==> config.mk <==
export PLATFORM = sky130hd
export DESIGN_NAME = ifu_fetch
export DESIGN_NICKNAME = d
export VERILOG_FILES = /design/src/rtl/ifu_fetch_pkg.sv /design/src/rtl/ifu_pc_reg.sv /design/src/rtl/ifu_fetch.sv
export SDC_FILE = /design/constraint.sdc
export NUM_CORES = 1
export LEC_CHECK = 0
export ABC_AREA = 1
export BUFFER_PORTS_ARGS = -buffer_cell sky130_fd_sc_hd__clkbuf_2
export CAP_MARGIN = 20
export CORE_MARGIN = 3
export CORE_UTILIZATION = 50
export CTS_BUF_LIST = sky130_fd_sc_hd__clkbuf_2
export CTS_CLUSTER_DIAMETER = 80
export DETAILED_ROUTE_END_ITERATION = 12
export GPL_ROUTABILITY_DRIVEN = 0
export PLACE_DENSITY = 0.77
export SETUP_SLACK_MARGIN = 0.2
export SLEW_MARGIN = 0
export SYNTH_ARGS = -nofsm -noshare
export SYNTH_HDL_FRONTEND = slang
export SYNTH_SLANG_ARGS = --single-unit
==> constraint.sdc <==
create_clock -name clk -period 2.6 [get_ports clk]
set_input_delay 0.26 -clock clk [delete_from_list [all_inputs] [get_ports clk]]
set_output_delay 0.26 -clock clk [all_outputs]
set_load 0.03 [all_outputs]
==> src/rtl/ifu_fetch_pkg.sv <==
// ============================================================================
// Module      : ifu_fetch_pkg
// Description : Shared constants for the instruction fetch unit: widths,
//               reset PC, NOP encoding, instruction field ranges, FSM states.
// Revision    : 1.0 - initial release
// ============================================================================
`default_nettype none

package ifu_fetch_pkg;

    localparam int          c_XLEN     = 64;
    localparam logic [63:0] c_RESET_PC = 64'h0000_0000_8000_0000;
    localparam logic [31:0] c_NOP      = 32'h0000_0013;

    localparam int c_OPCODE_LSB = 0;
    localparam int c_OPCODE_LEN = 7;
    localparam int c_FUNC3_LSB  = 12;
    localparam int c_FUNC3_LEN  = 3;
    localparam int c_FUNC7_LSB  = 25;
    localparam int c_FUNC7_LEN  = 7;

    localparam logic [2:0] c_ST_BOOT = 3'd0;
    localparam logic [2:0] c_ST_REQ  = 3'd1;
    localparam logic [2:0] c_ST_WAIT = 3'd2;
    localparam logic [2:0] c_ST_HOLD = 3'd3;
    localparam logic [2:0] c_ST_ERR  = 3'd4;

endpackage

`default_nettype wire

==> src/rtl/ifu_pc_reg.sv <==
// ============================================================================
// Module      : ifu_pc_reg
// Description : Fetch PC register; loads a word-aligned redirect target or
//               advances by 4 (modulo 2^XLEN).
// Revision    : 1.0 - initial release
// ============================================================================
`default_nettype none

module ifu_pc_reg
    import ifu_fetch_pkg::*;
#(
    parameter int              XLEN     = c_XLEN,
    parameter logic [XLEN-1:0] RESET_PC = XLEN'(c_RESET_PC)
) (
    input  logic            clk,
    input  logic            rst,
    input  logic            i_load,
    input  logic [XLEN-1:0] i_target,
    input  logic            i_advance,
    output logic [XLEN-1:0] o_pc
);

    logic [XLEN-1:0] r_pc;
    logic [XLEN-1:0] w_target_aligned;

    assign w_target_aligned = i_target & ~XLEN'(2'b11);

    always_ff @(posedge clk or negedge rst) begin
        if (!rst) begin
            r_pc <= RESET_PC;
        end else if (i_load) begin
            r_pc <= w_target_aligned;
        end else if (i_advance) begin
            r_pc <= r_pc + XLEN'(4);
        end
    end

    assign o_pc = r_pc;

endmodule

`default_nettype wire

==> src/rtl/ifu_fetch.sv <==
// ============================================================================
// Module      : ifu_fetch
// Description : Single-outstanding instruction fetch unit with redirect and
//               valid/ready decode handshake. Optional IFU_MISALIGN_CHK_EN
//               traps misaligned redirect targets in a sticky error state.
// Revision    : 1.0 - initial release
// ============================================================================
`default_nettype none

module ifu_fetch
    import ifu_fetch_pkg::*;
#(
    parameter int              XLEN     = c_XLEN,
    parameter logic [XLEN-1:0] RESET_PC = XLEN'(c_RESET_PC)
) (
    input  logic            clk,
    input  logic            rst,
    output logic            imem_req_o_ifu,
    output logic [XLEN-1:0] imem_addr_o_ifu,
    input  logic            imem_gnt_i_ifu,
    input  logic            imem_rvalid_i_ifu,
    input  logic [31:0]     imem_rdata_i_ifu,
    input  logic            jump_branch_i_ifu,
    input  logic [XLEN-1:0] jump_target_i_ifu,
    output logic            inst_valid_o_ifu,
    input  logic            inst_ready_i_ifu,
    output logic [31:0]     inst_o_ifu,
    output logic [XLEN-1:0] pc_o_ifu,
    output logic [6:0]      opcode_o_ifu,
    output logic [2:0]      func3_o_ifu,
    output logic [6:0]      func7_o_ifu,
    output logic            fetch_err_o_ifu
);

    logic [2:0]      r_state;
    logic [2:0]      w_state_nxt;
    logic            r_drop;
    logic            w_drop_nxt;
    logic            r_inst_valid;
    logic            w_valid_nxt;
    logic [31:0]     r_inst;
    logic [XLEN-1:0] r_pc_out;
    logic            w_latch;
    logic            w_load;
    logic            w_advance;
    logic [XLEN-1:0] w_pc;

    ifu_pc_reg #(
        .XLEN     (XLEN),
        .RESET_PC (RESET_PC)
    ) u_pc_reg (
        .clk       (clk),
        .rst       (rst),
        .i_load    (w_load),
        .i_target  (jump_target_i_ifu),
        .i_advance (w_advance),
        .o_pc      (w_pc)
    );

    // Redirect is evaluated first in every state so it overrides gnt/rvalid/ready.
    always_comb begin
        w_state_nxt = r_state;
        w_drop_nxt  = r_drop;
        w_valid_nxt = r_inst_valid;
        w_latch     = 1'b0;
        w_load      = 1'b0;
        w_advance   = 1'b0;
        case (r_state)
            c_ST_BOOT: w_state_nxt = c_ST_REQ;
            c_ST_REQ: begin
                if (jump_branch_i_ifu) begin
                    w_load = 1'b1;
                    if (imem_gnt_i_ifu) begin
                        w_drop_nxt  = 1'b1;
                        w_state_nxt = c_ST_WAIT;
                    end
                end else if (imem_gnt_i_ifu) begin
                    w_state_nxt = c_ST_WAIT;
                end
            end
            c_ST_WAIT: begin
                if (jump_branch_i_ifu) begin
                    w_load = 1'b1;
                    if (imem_rvalid_i_ifu) begin
                        w_drop_nxt  = 1'b0;
                        w_state_nxt = c_ST_REQ;
                    end else begin
                        w_drop_nxt = 1'b1;
                    end
                end else if (imem_rvalid_i_ifu) begin
                    if (r_drop) begin
                        w_drop_nxt  = 1'b0;
                        w_state_nxt = c_ST_REQ;
                    end else begin
                        w_latch     = 1'b1;
                        w_valid_nxt = 1'b1;
                        w_state_nxt = c_ST_HOLD;
                    end
                end
            end
            c_ST_HOLD: begin
                if (jump_branch_i_ifu) begin
                    w_load      = 1'b1;
                    w_valid_nxt = 1'b0;
                    w_state_nxt = c_ST_REQ;
                end else if (inst_ready_i_ifu) begin
                    w_advance   = 1'b1;
                    w_valid_nxt = 1'b0;
                    w_state_nxt = c_ST_REQ;
                end
            end
`ifdef IFU_MISALIGN_CHK_EN
            c_ST_ERR: w_state_nxt = c_ST_ERR;
`endif
            default: w_state_nxt = c_ST_BOOT;
        endcase
`ifdef IFU_MISALIGN_CHK_EN
        if (w_load && (jump_target_i_ifu[1:0] != 2'b00)) begin
            w_load      = 1'b0;
            w_latch     = 1'b0;
            w_valid_nxt = 1'b0;
            w_drop_nxt  = 1'b0;
            w_state_nxt = c_ST_ERR;
        end
`endif
    end

    always_ff @(posedge clk or negedge rst) begin
        if (!rst) begin
            r_state      <= c_ST_BOOT;
            r_drop       <= 1'b0;
            r_inst_valid <= 1'b0;
            r_inst       <= c_NOP;
            r_pc_out     <= '0;
        end else begin
            r_state      <= w_state_nxt;
            r_drop       <= w_drop_nxt;
            r_inst_valid <= w_valid_nxt;
            if (w_latch) begin
                r_inst   <= imem_rdata_i_ifu;
                r_pc_out <= w_pc;
            end
        end
    end

`ifdef IFU_MISALIGN_CHK_EN
    logic r_err;

    always_ff @(posedge clk or negedge rst) begin
        if (!rst) begin
            r_err <= 1'b0;
        end else if (w_state_nxt == c_ST_ERR) begin
            r_err <= 1'b1;
        end
    end

    assign fetch_err_o_ifu = r_err;
`else
    assign fetch_err_o_ifu = 1'b0;
`endif

    assign imem_req_o_ifu   = (r_state == c_ST_REQ);
    assign imem_addr_o_ifu  = w_pc;
    assign inst_valid_o_ifu = r_inst_valid;
    assign inst_o_ifu       = r_inst;
    assign pc_o_ifu         = r_pc_out;
    assign opcode_o_ifu     = r_inst[c_OPCODE_LSB +: c_OPCODE_LEN];
    assign func3_o_ifu      = r_inst[c_FUNC3_LSB  +: c_FUNC3_LEN];
    assign func7_o_ifu      = r_inst[c_FUNC7_LSB  +: c_FUNC7_LEN];

endmodule

`default_nettype wire

==> Word level (Yosys, flattened, before mapping) <==
Index checks and enable logic that the tools add are counted.
{ "op_classes": {"add_sub_neg": 1, "n_eq_ne": 10, "n_mux": 31, "n_reduce_logical": 8} }
{ "op_table": {"columns": ["operator", "count"], "rows": [
  ["$mux W64", 2],
  ["$add A64 B3 Y64 const B", 1],
  ["$mux W1", 19],
  ["$mux W3", 6],
  ["$pmux W3 S4", 1],
  ["$eq A3 B2 Y1 const B", 2],
  ["$ne A2 B2 Y1 const B", 3],
  ["$ne A3 B3 Y1 const B", 2],
  ["$reduce_bool A2 Y1", 3],
  ["$reduce_and A5 Y1", 1],
  ["$ne A2 B1 Y1 const B", 2],
  ["$pmux W1 S2", 2],
  ["$reduce_and A4 Y1", 1],
  ["$eq A3 B1 Y1 const B", 1],
  ["$logic_not A3 Y1", 1],
  ["$reduce_and A3 Y1", 1],
  ["$reduce_or A3 Y1", 1],
  ["$mux W2", 1]
]} }
{ "word_totals": {"reg_bits": 165, "out_inout_bits": 180, "wordCells": 56} }

==> Depth between registers and ports, before layout <==
{ "logic_depth": {"word_depth": 5, "ltp_mapped": 11, "mapped_depth_nobuf": 11} }

==> Modules after synthesis <==
Synthesis repeated with hierarchy kept, for this count alone.
{ "unflattened": {"hier_cells": 1165, "area_unflattened_um2": 9196.3} }
{ "by_module_without_submodules": {"columns": ["module", "instances", "cells_each", "area_per_inst_um2", "seq_area_each_um2"], "rows": [
  ["ifu_pc_reg", 1, 695, 4636.9, 1552.7],
  ["ifu_fetch", 1, 470, 4559.4, 2506.2]
]} }

==> Worst setup path before layout <==
Ideal clock, no wire load.
{ "synth_timing": {"path_type": "register -> register", "startpoint": "register u_pc_reg.r_pc[3], in the netlist u_pc_reg.o_pc[3]", "endpoint": "register u_pc_reg.r_pc[54], in the netlist u_pc_reg.o_pc[54]", "setup_time_ps": 117, "t_arrival_ps": 1726, "path_slack_ps": 757, "stages_incl_launch_ff": 11, "path_buffers": 0, "period_less_slack_ps": 1843, "cell_sequence": "dfrtp_1 -> ha_1 -> inv_1 -> nor2_1 -> nand2_1 -> nor2_2 -> nand2_1 -> o21ai_0 -> nand3_1 -> nand2_1 -> nand2_1"} }
{ "synth_via": {"elab_chain_len": 3} }
{ "synth_lines": {"columns": ["element", "line", "rtl"], "rows": [
  ["start: declaration", "ifu_pc_reg.sv:23", "logic [XLEN-1:0] r_pc;"],
  ["start signal: assignment", "ifu_pc_reg.sv:32", "r_pc <= w_target_aligned;"],
  ["start signal: assignment", "ifu_pc_reg.sv:34", "r_pc <= r_pc + XLEN'(4);"],
  ["$add A64 B3 Y64", "ifu_pc_reg.sv:34", null],
  ["$mux W64", "ifu_pc_reg.sv:33", "end else if (i_advance) begin"],
  ["$mux W64", "ifu_pc_reg.sv:31", "end else if (i_load) begin"]
]} }
No other way between the ends. The select of a mux whose other input is x is not followed.
A chain may end at the register's enable or synchronous reset.

==> Worst setup path in the final report <==
{ "layout_timing": {"startpoint": "register r_state[1]", "endpoint": "register r_state[0]"} }
{ "layout_via": {"elab_chain_len": 3} }
{ "layout_lines": {"columns": ["element", "line", "rtl"], "rows": [
  ["start: declaration", "ifu_fetch.sv:35", "logic [2:0] r_state;"],
  ["start signal: assignment", "ifu_fetch.sv:130", "r_state <= c_ST_BOOT;"],
  ["start signal: assignment", "ifu_fetch.sv:136", "r_state <= w_state_nxt;"],
  ["$eq A3 B2 Y1 or $eq A3 B1 Y1 (tied branches)", "ifu_fetch.sv:68", "case (r_state)"],
  ["$ne A3 B3 Y1 (no line), or another cell as far along", null, null],
  ["$reduce_and A3 Y1 (no line)", null, null]
]} }
Parallel ways exist; a longest one is shown, timed or not.

==> flow_metrics.env <==
export IMPL_hold_violations=0
export IMPL_routedWlPerCell_um=17.38
export IMPL_crit_family="buffers and inverters"
export IMPL_antenna_found_initial=1
export IMPL_start_util=0.5126
export IMPL_critPathArrivalTime_ns=2.98
export IMPL_cts_tree="yes"
export IMPL_vias=10257
export IMPL_drc=0
export IMPL_area_growth_pct=32.37
export IMPL_timing_final_crit_period_ns=2.312
export IMPL_r2r_cells=8
export IMPL_slew_headroom=0.5313
export IMPL_num_fill_cells=1463
export IMPL_core_area_um2=17420
export IMPL_fp_dieH_um=139.6
export IMPL_clk_root_buffer_cell="clkbuf_2"
export IMPL_r2r_end="r_state[0]"
export IMPL_critical_path_max_stage_delay_ns=0.58
export IMPL_final_layout_size_suffix_gt1_frac=0.2155
export IMPL_h_tree_depth=4
export IMPL_track_usage=0.3331
export IMPL_clk_path_buf_depth=2
export IMPL_critPathRequiredTime_ns=3.27
export IMPL_grt_ovfl_total=0
export IMPL_ir_drop_mv=1.249
export IMPL_maxSlewViolCount=0
export IMPL_cap_viol_max_count=0
export IMPL_p_leak_nw=6.219
export IMPL_cp_end_kind="flip-flop"
export IMPL_die_x_um=139.6
export IMPL_fin_setup_tns_ns=0
export IMPL_yosysUniqueCellTypes=32
export IMPL_wl_um=32800
export IMPL_status="completed"
export IMPL_crit_buf_inv=3
export IMPL_critical_path_class="flip-flop to flip-flop"
export IMPL_clk_pin_slew_ns=0.27
export IMPL_grt_first_pass_wirelength_um=52080
export IMPL_synth_top_area_frac=0.4372
export IMPL_synth_edf_count=0
export IMPL_via_per_inst=5.436
export IMPL_cp_max_fo=5
export IMPL_port_buffers=274
export IMPL_synthFlopType="dfrtp_1"
export IMPL_r2r_start="r_state[1]"
export IMPL_final_cell_mix="nand2_1 (444), clkbuf_2 (290), nor2_1 (157)"
export IMPL_synth_warnings=0
export IMPL_yosysTopAreaCell="dfrtp_1"
export IMPL_die_area_um2=19500
export IMPL_ant_nets=0
export IMPL_dp_hpwl_um=23020
export IMPL_first_pass_iters=7
export IMPL_crit_end="r_state[0]"
export IMPL_yosys_top_cells_area="dfrtp_1 (44%), nand2_1 (19%), nand3_1 (7.2%)"
export IMPL_numCtsBuffers=17
export IMPL_synth_seq_cells=160
export IMPL_rsz0062_at_grt="yes"
export IMPL_powerDensity_nw_per_um2=1295
export IMPL_rrSetupSlack_ns=0.29
export IMPL_ys_async_sr_fraction=1.000
export IMPL_path_common_cell="dlygate4sd3_1"
export IMPL_synth_seq_area_share=0.4490
export IMPL_nets=1751
export IMPL_fin_crit_sh=0.8893
export IMPL_cp_slowest_cell="dlygate4sd3_1"
export IMPL_drt_iter0_markers=1027
export IMPL_final_cells=1887
export IMPL_io_pins=282
export IMPL_clkSinkCount=160
export IMPL_cp_startpoint="r_state[1]"
export IMPL_dpl_cell_count=1740
export IMPL_grt_max_degree=78
export IMPL_syn_cell_area_um2=8929
export IMPL_insertion_delay_ns=0.82
export IMPL_rows=48
export IMPL_cp_depth=8
export IMPL_crit_path_start_kind="flip-flop"
export IMPL_crit_path_cell_trace="inv_1 -> nor2_2 -> nand2_2 -> o31ai_4 -> o21ai_0 -> dlygate4sd3_1 -> nand2_1 -> dlygate4sd3_1"
export IMPL_hold_path_class="input port to flip-flop"
export IMPL_netlist_instances=1286
export IMPL_final_common_cell="nand2_1"
export IMPL_worst_pin_slew_ns=0.7005
export IMPL_grt_pass1_vias=9845
export IMPL_clock_fmax_mhz=432.5
export IMPL_synth_area_per_cell_um2=6.943
export IMPL_fin_skew_ns=0.07368
export IMPL_setup_violations=0
-- metal layers --
layer  track usage  routed length, µm  share of wire  up-vias
li1              -                  -              -     4815
met1        0.4335              12800           0.39     4688
met2        0.5392              15440           0.47      643
met3       0.07560               3242          0.099      111
met4        0.1413               1321          0.040        0
met5             0                  0              0        -
-- how the worst min path moves through the flow --
stage	startpoint	to	slack, ns	cells after the start
2_1_floorplan	rst	inst_o_ifu[10]	-0.04	0
3_3_place_gp	rst	pc_o_ifu[49]	0.34	1
3_5_place_dp	rst	pc_o_ifu[49]	0.34	1
4_1_cts	imem_rdata_i_ifu[1]	inst_o_ifu[1]	0.16	4
5_1_grt	imem_rdata_i_ifu[10]	inst_o_ifu[10]	0.12	4
6_report	imem_rdata_i_ifu[1]	inst_o_ifu[1]	0.21	4
-- worst min-delay path, cell delays in order --
cell           delay [ns]
dlygate4sd3_1        0.53
clkbuf_2             0.10
nand3_1              0.07
nand2_1              0.06
-- cell type report --
type / instances / area (µm²) / area share
timing repair buffer: 411 / 2729 / 0.2309
inverter: 122 / 457.9 / 0.03875
multi-input combinational: 936 / 4088 / 0.3459
sequential: 160 / 4013 / 0.3395
tap: 225 / 281.5 / 0.02382
clock buffer: 17 / 85.08 / 0.007199
clock inverter: 15 / 162.7 / 0.01376
antenna: 1 / 2.502 / 0.0002117
-- report_power, final --
part / switching, mW / internal (mW)
sequential: 1.25 / 3.69
clock: 1.10 / 0.332
combinational: 6.44 / 2.49
-- synthesized netlist by cell type, types with 9 or more instances --
cell      instances
o22ai_1           9
dfrtp_1         156
a21oi_1          15
nand3_1         128
clkbuf_1         24
nand2_1         445
nand4_1          16
inv_1           120
buf_2            12
buf_4            34
o21ai_0          83
nor2_1          158
o21ai_1          37
-- kinds of logic (layout without fill, tap and decap cells) --
| logic type | after synthesis | count (layout) | synth area share |
|---|---|---|---|
| AND/OR/NAND/NOR | 764 | 764 | 0.3495 |
| buffers and inverters | 194 | 565 | 0.09837 |
| AO/OA/AOI/OAI | 166 | 166 | 0.1013 |
| flip-flops | 160 | 160 | 0.4490 |
| adder cells (fa/ha/maj) | 1 | 1 | 0.001401 |
| other | 1 | 6 | 0.0004200 |
-- per-stage QoR --
step,power [mW],utilization,hold slack [ns],setup slack (ns),area (µm²)
floorplan,10.86,-,-0.03559,0.7574,8944
finish,15.30,0.6786,0.2094,0.2878,11820
detailed placement,13.46,0.5978,0.3421,0.4838,10410
global route,16.37,0.6786,0.1170,0.1491,11820
CTS,15.10,0.6746,0.1586,0.2521,11750
global placement,13.29,0.5978,0.3369,0.5355,10410
-- timing repair --
| item | 4_1_cts | 5_1_grt |
|---|---|---|
| setup endpoints to repair | 0 | 9 |
| hold endpoints to repair | 257 | 0 |
| hold buffers | 109 | 0 |
| buffers inserted | 0 | 5 |
| gates resized for setup | 0 | 7 |
-- flip-flops by register name, indices dropped and copies added (netlist names) --
name              cells
inst_o_ifu           32
inst_valid_o_ifu      1
r_drop                1
r_state               2
u_pc_reg.o_pc        62
pc_o_ifu             62
Note: power is estimated with default switching activity, not from simulation.
